<file path="config.mk">
export PLATFORM = sky130hd
export DESIGN_NAME = clk_gen_multi_flat
export DESIGN_NICKNAME = d
export VERILOG_FILES = /design/src/rtl/clk_gen_multi_pkg.sv /design/src/rtl/clk_gen_multi_if.sv /design/src/rtl/clk_gen_chan.sv /design/src/rtl/clk_gen_multi.sv /design/src/flat_wrapper.sv
export SDC_FILE = /design/constraint.sdc
export NUM_CORES = 1
export LEC_CHECK = 0
export ABC_AREA = 1
export BUFFER_PORTS_ARGS = -buffer_cell sky130_fd_sc_hd__buf_2
export CAP_MARGIN = 25
export CORE_UTILIZATION = 25
export DETAILED_ROUTE_END_ITERATION = 10
export PLACE_DENSITY_LB_ADDON = 0.05
export SLEW_MARGIN = 30
export SYNTH_ARGS = -nofsm -noshare
export SYNTH_HDL_FRONTEND = slang
export SYNTH_HIERARCHICAL = 1
export SYNTH_SLANG_ARGS = --single-unit
export TNS_END_PERCENT = 50
</file>
<file path="constraint.sdc">
create_clock -name clk_in1 -period 3.3 [get_ports clk_in1]
set_clock_uncertainty 0.2 [all_clocks]
set_input_delay 0.495 -clock clk_in1 [delete_from_list [all_inputs] [get_ports clk_in1]]
set_output_delay 0.495 -clock clk_in1 [all_outputs]
set_load 0.03 [all_outputs]
</file>
<file path="src/rtl/clk_gen_multi_pkg.sv">
`default_nettype none
// +----------------------------------------------------------------------------+
// | Package     : clk_gen_pkg                                                   |
// | Description : Shared types and helpers for the clk_gen_multi divider.       |
// |               Lock FSM state encoding, channel limit, divide-ratio clamp.   |
// | Revision    : 1.0  initial release                                          |
// +----------------------------------------------------------------------------+
package clk_gen_pkg;

    // Upper bound on the number of output channels; also sizes cfg_ch.
    localparam int MAX_CH = 8;

    // Lock state machine: waiting for settling time, or running.
    typedef enum logic [0:0] {
        ST_LOCKING = 1'b0,
        ST_LOCKED  = 1'b1
    } lock_state_e;

    // Ratios of 0 and 1 cannot produce a toggling clock, so they run as 2.
    function automatic logic [31:0] clamp_div(input logic [31:0] d);
        return (d < 32'd2) ? 32'd2 : d;
    endfunction

endpackage
`default_nettype wire

</file>
<file path="src/rtl/clk_gen_multi_if.sv">
`default_nettype none
// +----------------------------------------------------------------------------+
// | Interface   : clk_gen_multi_if                                              |
// | Description : Runtime divide-ratio reconfiguration handshake.               |
// |               A transfer occurs on a clock where cfg_valid & cfg_ready.     |
// | Revision    : 1.0  initial release                                          |
// +----------------------------------------------------------------------------+
interface clk_gen_multi_if
    import clk_gen_pkg::*;
#(
    parameter int DIV_W = 8
);
    logic                      cfg_valid;
    logic                      cfg_ready;
    logic [$clog2(MAX_CH)-1:0] cfg_ch;
    logic [DIV_W-1:0]          cfg_div;

    // Requester side (testbench / configuration master).
    modport master (
        output cfg_valid,
        output cfg_ch,
        output cfg_div,
        input  cfg_ready
    );

    // Clock generator side.
    modport slave (
        input  cfg_valid,
        input  cfg_ch,
        input  cfg_div,
        output cfg_ready
    );
endinterface
`default_nettype wire

</file>
<file path="src/rtl/clk_gen_chan.sv">
`default_nettype none
// +----------------------------------------------------------------------------+
// | Module      : clk_gen_chan                                                  |
// | Description : One divided-clock channel. Counts 0..D-1 while run_i is high, |
// |               drives clk_out high for the first D>>1 counts and a one-cycle |
// |               clk_en strobe on count 0. Restarts from count 0 whenever run  |
// |               rises so that all channels start phase aligned.               |
// | Revision    : 1.0  initial release                                          |
// +----------------------------------------------------------------------------+
module clk_gen_chan
    import clk_gen_pkg::*;
#(
    parameter int DIV_W = 8
) (
    input  wire logic             clk_in1,
    input  wire logic             resetn,
    input  wire logic             run_i,
    input  wire logic [DIV_W-1:0] div_i,
    output logic                  clk_out_o,
    output logic                  clk_en_o
);

    logic [DIV_W-1:0] d_eff;
    logic [DIV_W-1:0] half;
    logic [DIV_W-1:0] cnt_q;
    logic [DIV_W-1:0] cnt_d;
    logic             run_q;
    logic             clk_out_q;
    logic             clk_en_q;

    assign d_eff = DIV_W'(clamp_div(32'(div_i)));
    assign half  = d_eff >> 1;

    // Next count: zero while stopped and on the first running cycle, else wrap at D-1.
    always_comb begin
        cnt_d = '0;
        if (run_i && run_q) begin
            cnt_d = (cnt_q >= d_eff - DIV_W'(1)) ? '0 : cnt_q + DIV_W'(1);
        end
    end

    // Counter and registered outputs; outputs describe the count held this cycle.
    always_ff @(posedge clk_in1 or negedge resetn) begin
        if (!resetn) begin
            run_q     <= 1'b0;
            cnt_q     <= '0;
            clk_out_q <= 1'b0;
            clk_en_q  <= 1'b0;
        end else begin
            run_q     <= run_i;
            cnt_q     <= cnt_d;
            clk_out_q <= run_i && (cnt_d < half);
            clk_en_q  <= run_i && (cnt_d == '0);
        end
    end

    assign clk_out_o = clk_out_q;
    assign clk_en_o  = clk_en_q;

endmodule
`default_nettype wire

</file>
<file path="src/rtl/clk_gen_multi.sv">
`default_nettype none
// +----------------------------------------------------------------------------+
// | Module      : clk_gen_multi                                                 |
// | Description : Multi-output clock divider. Produces NUM_CH divided clocks    |
// |               and matching clock-enable strobes from clk_in1, asserts       |
// |               locked after LOCK_CYCLES of settling, and restarts all        |
// |               channels phase aligned on every lock.                         |
// |               Optional runtime ratio updates: CLK_GEN_MULTI_RECONFIG_EN.    |
// |               Without it cfg_ready is 0 and ratios stay at DIV_INIT.        |
// | Revision    : 1.0  initial release                                          |
// +----------------------------------------------------------------------------+
module clk_gen_multi
    import clk_gen_pkg::*;
#(
    parameter int                      NUM_CH      = 2,
    parameter int                      DIV_W       = 8,
    parameter logic [NUM_CH*DIV_W-1:0] DIV_INIT    = {8'd4, 8'd2},
    parameter int                      LOCK_CYCLES = 16
) (
    input  wire logic              clk_in1,
    input  wire logic              resetn,
    clk_gen_multi_if.slave         cfg,
    output logic [NUM_CH-1:0]      clk_out,
    output logic [NUM_CH-1:0]      clk_en,
    output logic                   locked
);

    // A zero settling time still needs a one-bit counter to compare against.
    localparam int              LCW         = (LOCK_CYCLES > 0) ? $clog2(LOCK_CYCLES + 1) : 1;
    localparam logic [LCW-1:0]  LOCK_TARGET = LCW'(LOCK_CYCLES);

    lock_state_e      state_q;
    lock_state_e      state_d;
    logic [LCW-1:0]   lock_cnt_q;
    logic [LCW-1:0]   lock_cnt_d;
    logic             locked_q;
    logic             reconf;
    logic             run;
    logic [DIV_W-1:0] ratio [NUM_CH];

`ifdef CLK_GEN_MULTI_RECONFIG_EN
    logic             cfg_ready_q;
    logic             cfg_xfer;
    logic             cfg_ch_ok;
    logic [DIV_W-1:0] ratio_q [NUM_CH];

    assign cfg_xfer      = cfg.cfg_valid & cfg_ready_q;
    assign cfg_ch_ok     = (int'(cfg.cfg_ch) < NUM_CH);
    // Out-of-range channel transfers complete but change nothing.
    assign reconf        = cfg_xfer & cfg_ch_ok;
    assign cfg.cfg_ready = cfg_ready_q;

    // Ready only while locked; registered so cfg_* never reaches an output combinationally.
    always_ff @(posedge clk_in1 or negedge resetn) begin
        if (!resetn) begin
            cfg_ready_q <= 1'b0;
        end else begin
            cfg_ready_q <= (state_d == ST_LOCKED);
        end
    end

    // Ratio registers: reset to DIV_INIT, updated on an accepted in-range transfer.
    always_ff @(posedge clk_in1 or negedge resetn) begin
        if (!resetn) begin
            for (int i = 0; i < NUM_CH; i++) begin
                ratio_q[i] <= DIV_INIT[i*DIV_W +: DIV_W];
            end
        end else begin
            for (int i = 0; i < NUM_CH; i++) begin
                if (reconf && (int'(cfg.cfg_ch) == i)) begin
                    ratio_q[i] <= cfg.cfg_div;
                end
            end
        end
    end

    for (genvar i = 0; i < NUM_CH; i++) begin : g_ratio
        assign ratio[i] = ratio_q[i];
    end
`else
    logic unused_cfg;

    assign unused_cfg    = ^{cfg.cfg_valid, cfg.cfg_ch, cfg.cfg_div};
    assign reconf        = 1'b0;
    assign cfg.cfg_ready = 1'b0;

    for (genvar i = 0; i < NUM_CH; i++) begin : g_ratio
        assign ratio[i] = DIV_INIT[i*DIV_W +: DIV_W];
    end
`endif

    // Lock FSM next state: settle for LOCK_CYCLES, drop back on an accepted reconfig.
    always_comb begin
        state_d    = state_q;
        lock_cnt_d = lock_cnt_q;
        case (state_q)
            ST_LOCKING: begin
                if (lock_cnt_q == LOCK_TARGET) begin
                    state_d = ST_LOCKED;
                end else begin
                    lock_cnt_d = lock_cnt_q + LCW'(1);
                end
            end
            ST_LOCKED: begin
                if (reconf) begin
                    state_d    = ST_LOCKING;
                    lock_cnt_d = '0;
                end
            end
            default: begin
                state_d    = ST_LOCKING;
                lock_cnt_d = '0;
            end
        endcase
    end

    // Lock FSM state, settling counter and registered locked flag.
    always_ff @(posedge clk_in1 or negedge resetn) begin
        if (!resetn) begin
            state_q    <= ST_LOCKING;
            lock_cnt_q <= '0;
            locked_q   <= 1'b0;
        end else begin
            state_q    <= state_d;
            lock_cnt_q <= lock_cnt_d;
            locked_q   <= (state_d == ST_LOCKED);
        end
    end

    // Channels run on the next-state lock so their first active cycle matches locked=1.
    assign run    = (state_d == ST_LOCKED);
    assign locked = locked_q;

    for (genvar i = 0; i < NUM_CH; i++) begin : g_chan
        clk_gen_chan #(
            .DIV_W (DIV_W)
        ) u_chan (
            .clk_in1   (clk_in1),
            .resetn    (resetn),
            .run_i     (run),
            .div_i     (ratio[i]),
            .clk_out_o (clk_out[i]),
            .clk_en_o  (clk_en[i])
        );
    end

endmodule
`default_nettype wire

</file>
<file path="src/flat_wrapper.sv">
// flat-port wrapper written by rule: the top's interface ports become plain ports
module clk_gen_multi_flat import clk_gen_pkg::*;
#(
    parameter int                      NUM_CH      = 2,
    parameter int                      DIV_W       = 8,
    parameter logic [NUM_CH*DIV_W-1:0] DIV_INIT    = {8'd4, 8'd2},
    parameter int                      LOCK_CYCLES = 16
)
  (clk_in1, resetn, clk_out, clk_en, locked, cfg_cfg_valid, cfg_cfg_ch, cfg_cfg_div, cfg_cfg_ready);
  clk_gen_multi_if #(.DIV_W(DIV_W)) cfg_i ();
  input  wire logic clk_in1;
  input  wire logic resetn;
  output logic [NUM_CH-1:0] clk_out;
  output logic [NUM_CH-1:0] clk_en;
  output logic locked;
  input wire logic [$bits(cfg_i.cfg_valid)-1:0] cfg_cfg_valid;
  input wire logic [$bits(cfg_i.cfg_ch)-1:0] cfg_cfg_ch;
  input wire logic [$bits(cfg_i.cfg_div)-1:0] cfg_cfg_div;
  output wire logic [$bits(cfg_i.cfg_ready)-1:0] cfg_cfg_ready;
  assign cfg_i.cfg_valid = cfg_cfg_valid;
  assign cfg_i.cfg_ch = cfg_cfg_ch;
  assign cfg_i.cfg_div = cfg_cfg_div;
  assign cfg_cfg_ready = cfg_i.cfg_ready;
  clk_gen_multi #(.NUM_CH(NUM_CH), .DIV_W(DIV_W), .DIV_INIT(DIV_INIT), .LOCK_CYCLES(LOCK_CYCLES)) u_core (.clk_in1(clk_in1), .resetn(resetn), .cfg(cfg_i), .clk_out(clk_out), .clk_en(clk_en), .locked(locked));
endmodule
</file>
### After elaboration in Yosys (flattened, before gate mapping)

Cells that the tools add are included.
Widths: inputs -> output; s select.

| storage, ports and cells | value |
|---|---|
| flip-flop bits (word level) | 26 |
| bits of input ports | 14 |
| output and inout port bits | 6 |
| word-level logic and storage cells | 34 |

| operators by class | value |
|---|---|
| $add $sub $neg | 3 |
| magnitude comparators | 4 |
| equal/unequal tests | 2 |
| mux-type cells | 8 |
| bitwise gates (word level) | 1 |
| reductions and logical operators | 8 |

Operator list:

| operator | count |
|---|---|
| $mux 8 | 4 |
| $add 8x1->8 const B | 2 |
| $logic_not 8->1 | 2 |
| $mux 5 | 2 |
| $ge 8x1->1 const B | 1 |
| $ge 8x2->1 const B | 1 |
| $lt 8x1->1 const B | 1 |
| $lt 8x2->1 const B | 1 |
| $add 5x1->5 const B | 1 |
| $eq 5x5->1 const B | 1 |
| $logic_and 1x1->1 | 5 |
| $ne 2x2->1 const B | 1 |
| $pmux 1 s2 | 1 |
| $reduce_and 2->1 | 1 |
| $mux 1 | 1 |
| $not 1->1 | 1 |

### Logic depth before layout (Yosys ltp)

| logic depth | value |
|---|---|
| depth in word-level cells | 7 |
| mapped depth | 25 |
| gate-level depth less buffers | 25 |

### By module

The synthesis kept the hierarchy.

By module, submodules not included:

| module | instances | cells an instance | area each (sq um) | seq. area each (sq um) |
|---|---|---|---|---|
| clk_gen_chan | 2 | 142 | 1058.5 | 275.3 |
| clk_gen_multi | 1 | 44 | 337.8 | 150.1 |

### Worst setup path after synthesis

Ideal clock, no wire load.

| path | value |
|---|---|
| path kind | reg2reg |
| from | reg u_core.lock_cnt_q[0] |
| to | reg u_core.g_chan[0].u_chan.clk_out_q |
| setup time | 0.073 ns |
| data arrival time | 2.019 ns |
| data required time | 3.027 ns |
| setup slack | 1.008 ns |
| stages on the path, launching flop included | 13 |
| path buffers | 0 |
| period minus slack after synthesis | 2.292 ns |
| cells stage by stage | dfrtp_1 > inv_1 > ha_1 > nand2_1 > inv_1 > nand2_2 > nand2_2 > nand2_1 > nor4_2 > ha_1 > inv_1 > o211ai_1 > a21oi_2 |

| between the ends | value |
|---|---|
| cells in the longest elaborated chain, start to end | 7 |

RTL lines:

| element | RTL line | text |
|---|---|---|
| start: declaration | clk_gen_multi.sv:34 | `logic [LCW-1:0] lock_cnt_q;` |
| start signal: assignment | clk_gen_multi.sv:125 | `lock_cnt_q <= lock_cnt_d;` |
| $eq 5x5->1 | clk_gen_multi.sv:98 | `if (lock_cnt_q == LOCK_TARGET) begin` |
| $mux 1 | clk_gen_multi.sv:98 |  |
| $pmux 1 s2 | clk_gen_multi.sv:96 | `case (state_q)` |
| named net u_core.run | clk_gen_multi.sv:38 | `logic run;` |
| $logic_and 1x1->1 | clk_gen_chan.sv:37 | `if (run_i && run_q) begin` |
| $mux 8 | clk_gen_chan.sv:37 |  |
| named net u_core.g_chan[0].u_chan.cnt_d[6] | clk_gen_chan.sv:26 | `logic [DIV_W-1:0] cnt_d;` |
| $lt 8x1->1 | clk_gen_chan.sv:52 | `clk_out_q <= run_i && (cnt_d < half);` |
| $logic_and 1x1->1 | clk_gen_chan.sv:52 |  |
| end signal: assignment | clk_gen_chan.sv:52 |  |
| end: declaration | clk_gen_chan.sv:28 | `logic clk_out_q;` |

The timed path passes the listed nets, and every way through them passes these cells.
A chain may end at the register's enable or synchronous reset.

### Worst setup path after layout

Same ends and word-level chain as after synthesis.

==> impl_summary.log <==
[metrics] launch point of the worst reg-to-reg path: u_core/lock_cnt_q[0]
[metrics] sum of negative setup slack: 0 ps
[metrics] final slew viol count: 0
[metrics] number of H-tree levels: 1
[metrics] residual DRC count: 0
[metrics] Worst Slack Setup Final: 842.2 ps
[metrics] detailed-router iteration count before antenna repair: 4
[metrics] main area contributors after synthesis: sky130_fd_sc_hd__dfrtp_1 29%, sky130_fd_sc_hd__ha_1 17%, sky130_fd_sc_hd__nand2_1 11%
[metrics] I/O pin count: 20
[metrics] r2r setup slk: 840 ps
[metrics] Post-synth EDFFs: 0
[metrics] global-route wire length before repair: 9073 um
[metrics] clock root cell: sky130_fd_sc_hd__clkbuf_8
[metrics] number of placed instances, taps included: 495
[metrics] placement row count: 35
[metrics] netlist area before placement: 2455 um^2
[metrics] Hold/Removal Path Class: in2async
[metrics] prevailing post-synth register cell: sky130_fd_sc_hd__dfrtp_1
[metrics] minimum period implied by the final worst setup slack: 2458 ps
[metrics] final worst hold slack: 33.67 ps
[metrics] global routing usage summed across all routing layers: 0.1143
[metrics] cell accounting for the most synthesized area: sky130_fd_sc_hd__dfrtp_1
[metrics] die outline area: 10,220 um^2
[metrics] number of warnings issued by yosys: 6
[metrics] Final Util: 0.3032
[metrics] most numerous cell in the Yosys netlist: sky130_fd_sc_hd__nand2_1
[metrics] placed inst area: 2770 um^2
[metrics] Syn Area/Cell: 7.484 um^2
[metrics] static leakage: 1.627 nW
[metrics] core area: 9371 um^2
[metrics] clock latency reported for the late side of the worst-skew pair: 280 ps
[metrics] Worst Setup Start Kind: register
[metrics] Worst IR Drop VDD: 231.1 uV
[metrics] final weighted congestion in routability-driven placement: 0.7410
[metrics] final instance count without filler cells: 499
[metrics] highest clock frequency the design can meet: 406.9 MHz
[metrics] max_slew headroom: 0.5508
[metrics] count of final hold-check violations: 0
[metrics] arrival time reported for the critical path endpoint: 2470 ps
[metrics] outcome: finished, final reports clean
[metrics] Worst Max-Slew Pin Slew: 673.8 ps
[metrics] pin count of the biggest net entering global routing: 29
[metrics] type of destination of the critical path: register
[metrics] sequential-to-total area share from yosys stat: 0.2854
[metrics] Total Power Consumption: 1.691 mW
[metrics] Req. time, crit path: 3310 ps
[metrics] worst r2r path cells: 12
[metrics] # hold bufs at CTS: 0
[metrics] clk sinks: 28
[metrics] post-synthesis instance total: 328
[metrics] share of layout cells above drive strength 1: 0.1270
[metrics] setup slack after placement: 803.9 ps
[metrics] biggest fanout along the worst timing path: 5
[metrics] area grow syn2layout: 15.75%
[metrics] Yosys reg bits: 28
[metrics] final instance area: 2841 um^2
[metrics] HPWL Detailed: 4283 um
[metrics] number of violations of the max-capacitance limit: 0
[metrics] unrepaired setup endpoints after global routing: false
[metrics] number of global-route vias before repair: 1,886
[metrics] post-detailed-route wirelength per cell: 10.44 um
[metrics] buffer levels on the longest clock path: 2
[metrics] CTS clk-pin slew, worst paths: 110 ps
[metrics] Post-synth ARST share: 1.000
[metrics] pwr/cell area: 595.1 nW/um^2
[metrics] setup-violating endpoint count in the final report: 0
[metrics] ranking of synthesized cells by instance count: 75 x sky130_fd_sc_hd__nand2_1, 61 x sky130_fd_sc_hd__inv_1, 34 x sky130_fd_sc_hd__ha_1
[metrics] number of unique standard cell types used by synthesis: 27
[metrics] share of the clock period used by the worst path after layout: 0.7448
[metrics] antenna violations before repair: 0
[metrics] vertical extent of the die: 101.1 um
[metrics] number of design-rule violations left by the first detailed-router iteration: 61
[metrics] TritonCTS buffer count: 3
[metrics] CTS-repair resized insts: 0
[metrics] DIE WIDTH: 101.1 um
[metrics] net count reported at finish: 419
[metrics] TritonCTS clock tree: yes
[metrics] GR Overflow Total: 0
[metrics] total setup buffers inserted after CTS: 0
[metrics] area share of the largest cell type after synthesis: 0.2854
[metrics] via count normalized by instance count: 3.800
[metrics] port buffer count: 6
[metrics] via count: 1,896
[metrics] DRT antenna net count: 0
[metrics] WL final: 5209 um
[metrics] critical path class: reg2reg
[metrics] ant diodes: 0
[metrics] endpoint of the most critical register-to-register path: u_core/g_chan[0].u_chan/clk_out_o
[metrics] starting density of the core: 0.2619
flip-flops by register name (all words and copies together) (netlist names):
signal / count
u_core/g_chan.u_chan/clk_en_o: 2
u_core/g_chan.u_chan/clk_out_o: 2
u_core/g_chan.u_chan/cnt_q: 16
u_core/g_chan.u_chan/run_q: 2
u_core/lock_cnt_q: 5
u_core/locked: 1
cell usage in the layout, fill, tap and decap left out, drive strengths merged:
cell type   n
a21oi       9
xnor2       3
conb       33
ha         34
a21o        4
dfrtp      28
nor2       31
nor3        6
o211ai      2
xor2       16
o21ai       2
nand3      24
clkbuf      3
nor4        2
inv        73
nand2      83
buf         8
bufinv      1
nand4       8
cell families (layout without fill, tap and decap cells):
kind of cell	Yosys count	in the layout	share of synthesized area
and+or+nand+nor	154	154	0.3119
buffers and inverters	74	85	0.1147
adders and majority gates	34	34	0.1733
DFF	28	28	0.2854
xor gates and xnor gates	19	19	0.06779
AOI/OAI and AO/OA	17	17	0.04383
other	2	33	0.003059
worst max-delay path, cell delays in order, from the launching register on:
cell,delay (ps)
sky130_fd_sc_hd__dfrtp_1,440
sky130_fd_sc_hd__inv_1,100
sky130_fd_sc_hd__ha_1,140
sky130_fd_sc_hd__nand2_1,40
sky130_fd_sc_hd__inv_1,70
sky130_fd_sc_hd__nand2_2,80
sky130_fd_sc_hd__nand2_2,90
sky130_fd_sc_hd__nand2_1,180
sky130_fd_sc_hd__nor4_2,460
sky130_fd_sc_hd__ha_1,320
sky130_fd_sc_hd__inv_1,60
sky130_fd_sc_hd__o211ai_1,100
sky130_fd_sc_hd__a21oi_2,110
how the worst max path moves through the flow:
stage | end | start | slack (ps)
2_1_floorplan | u_core/g_chan[0].u_chan/clk_out_o | u_core/lock_cnt_q[0] | 1010
3_3_place_gp | u_core/g_chan[0].u_chan/clk_out_o | u_core/lock_cnt_q[0] | 790
3_5_place_dp | u_core/g_chan[0].u_chan/clk_out_o | u_core/lock_cnt_q[0] | 800
4_1_cts | u_core/g_chan[0].u_chan/clk_out_o | u_core/lock_cnt_q[0] | 770
5_1_grt | u_core/g_chan[0].u_chan/clk_out_o | u_core/lock_cnt_q[0] | 590
6_report | u_core/g_chan[0].u_chan/clk_out_o | u_core/lock_cnt_q[0] | 840
metal layers:
| metal | GRT usage | vias up | part of all wire |
|---|---|---|---|
| li1 | - | 1072 | - |
| met1 | 0.1705 | 804 | 0.56 |
| met4 | 0.01672 | 0 | 0.0036 |
| met2 | 0.1811 | 18 | 0.42 |
| met5 | 0 | - | 0 |
| met3 | 0.01040 | 2 | 0.018 |
cell type report:
class	count	area [um^2]
Multi-Input combinational cell	257	1589
Fill cell	1049	6530
Inverter	73	274.0
Sequential cell	28	700.7
Clock buffer	3	41.29
Clock inverter	1	30.03
Timing Repair Buffer	8	45.04
Tap cell	129	161.4
where the power goes:
group | internal, mW | switching (mW)
Sequential | 0.431 | 0.111
Combinational | 0.331 | 0.540
Clock | 0.163 | 0.116
Total | 0.924 | 0.767
(Power assumes the default switching activity.)
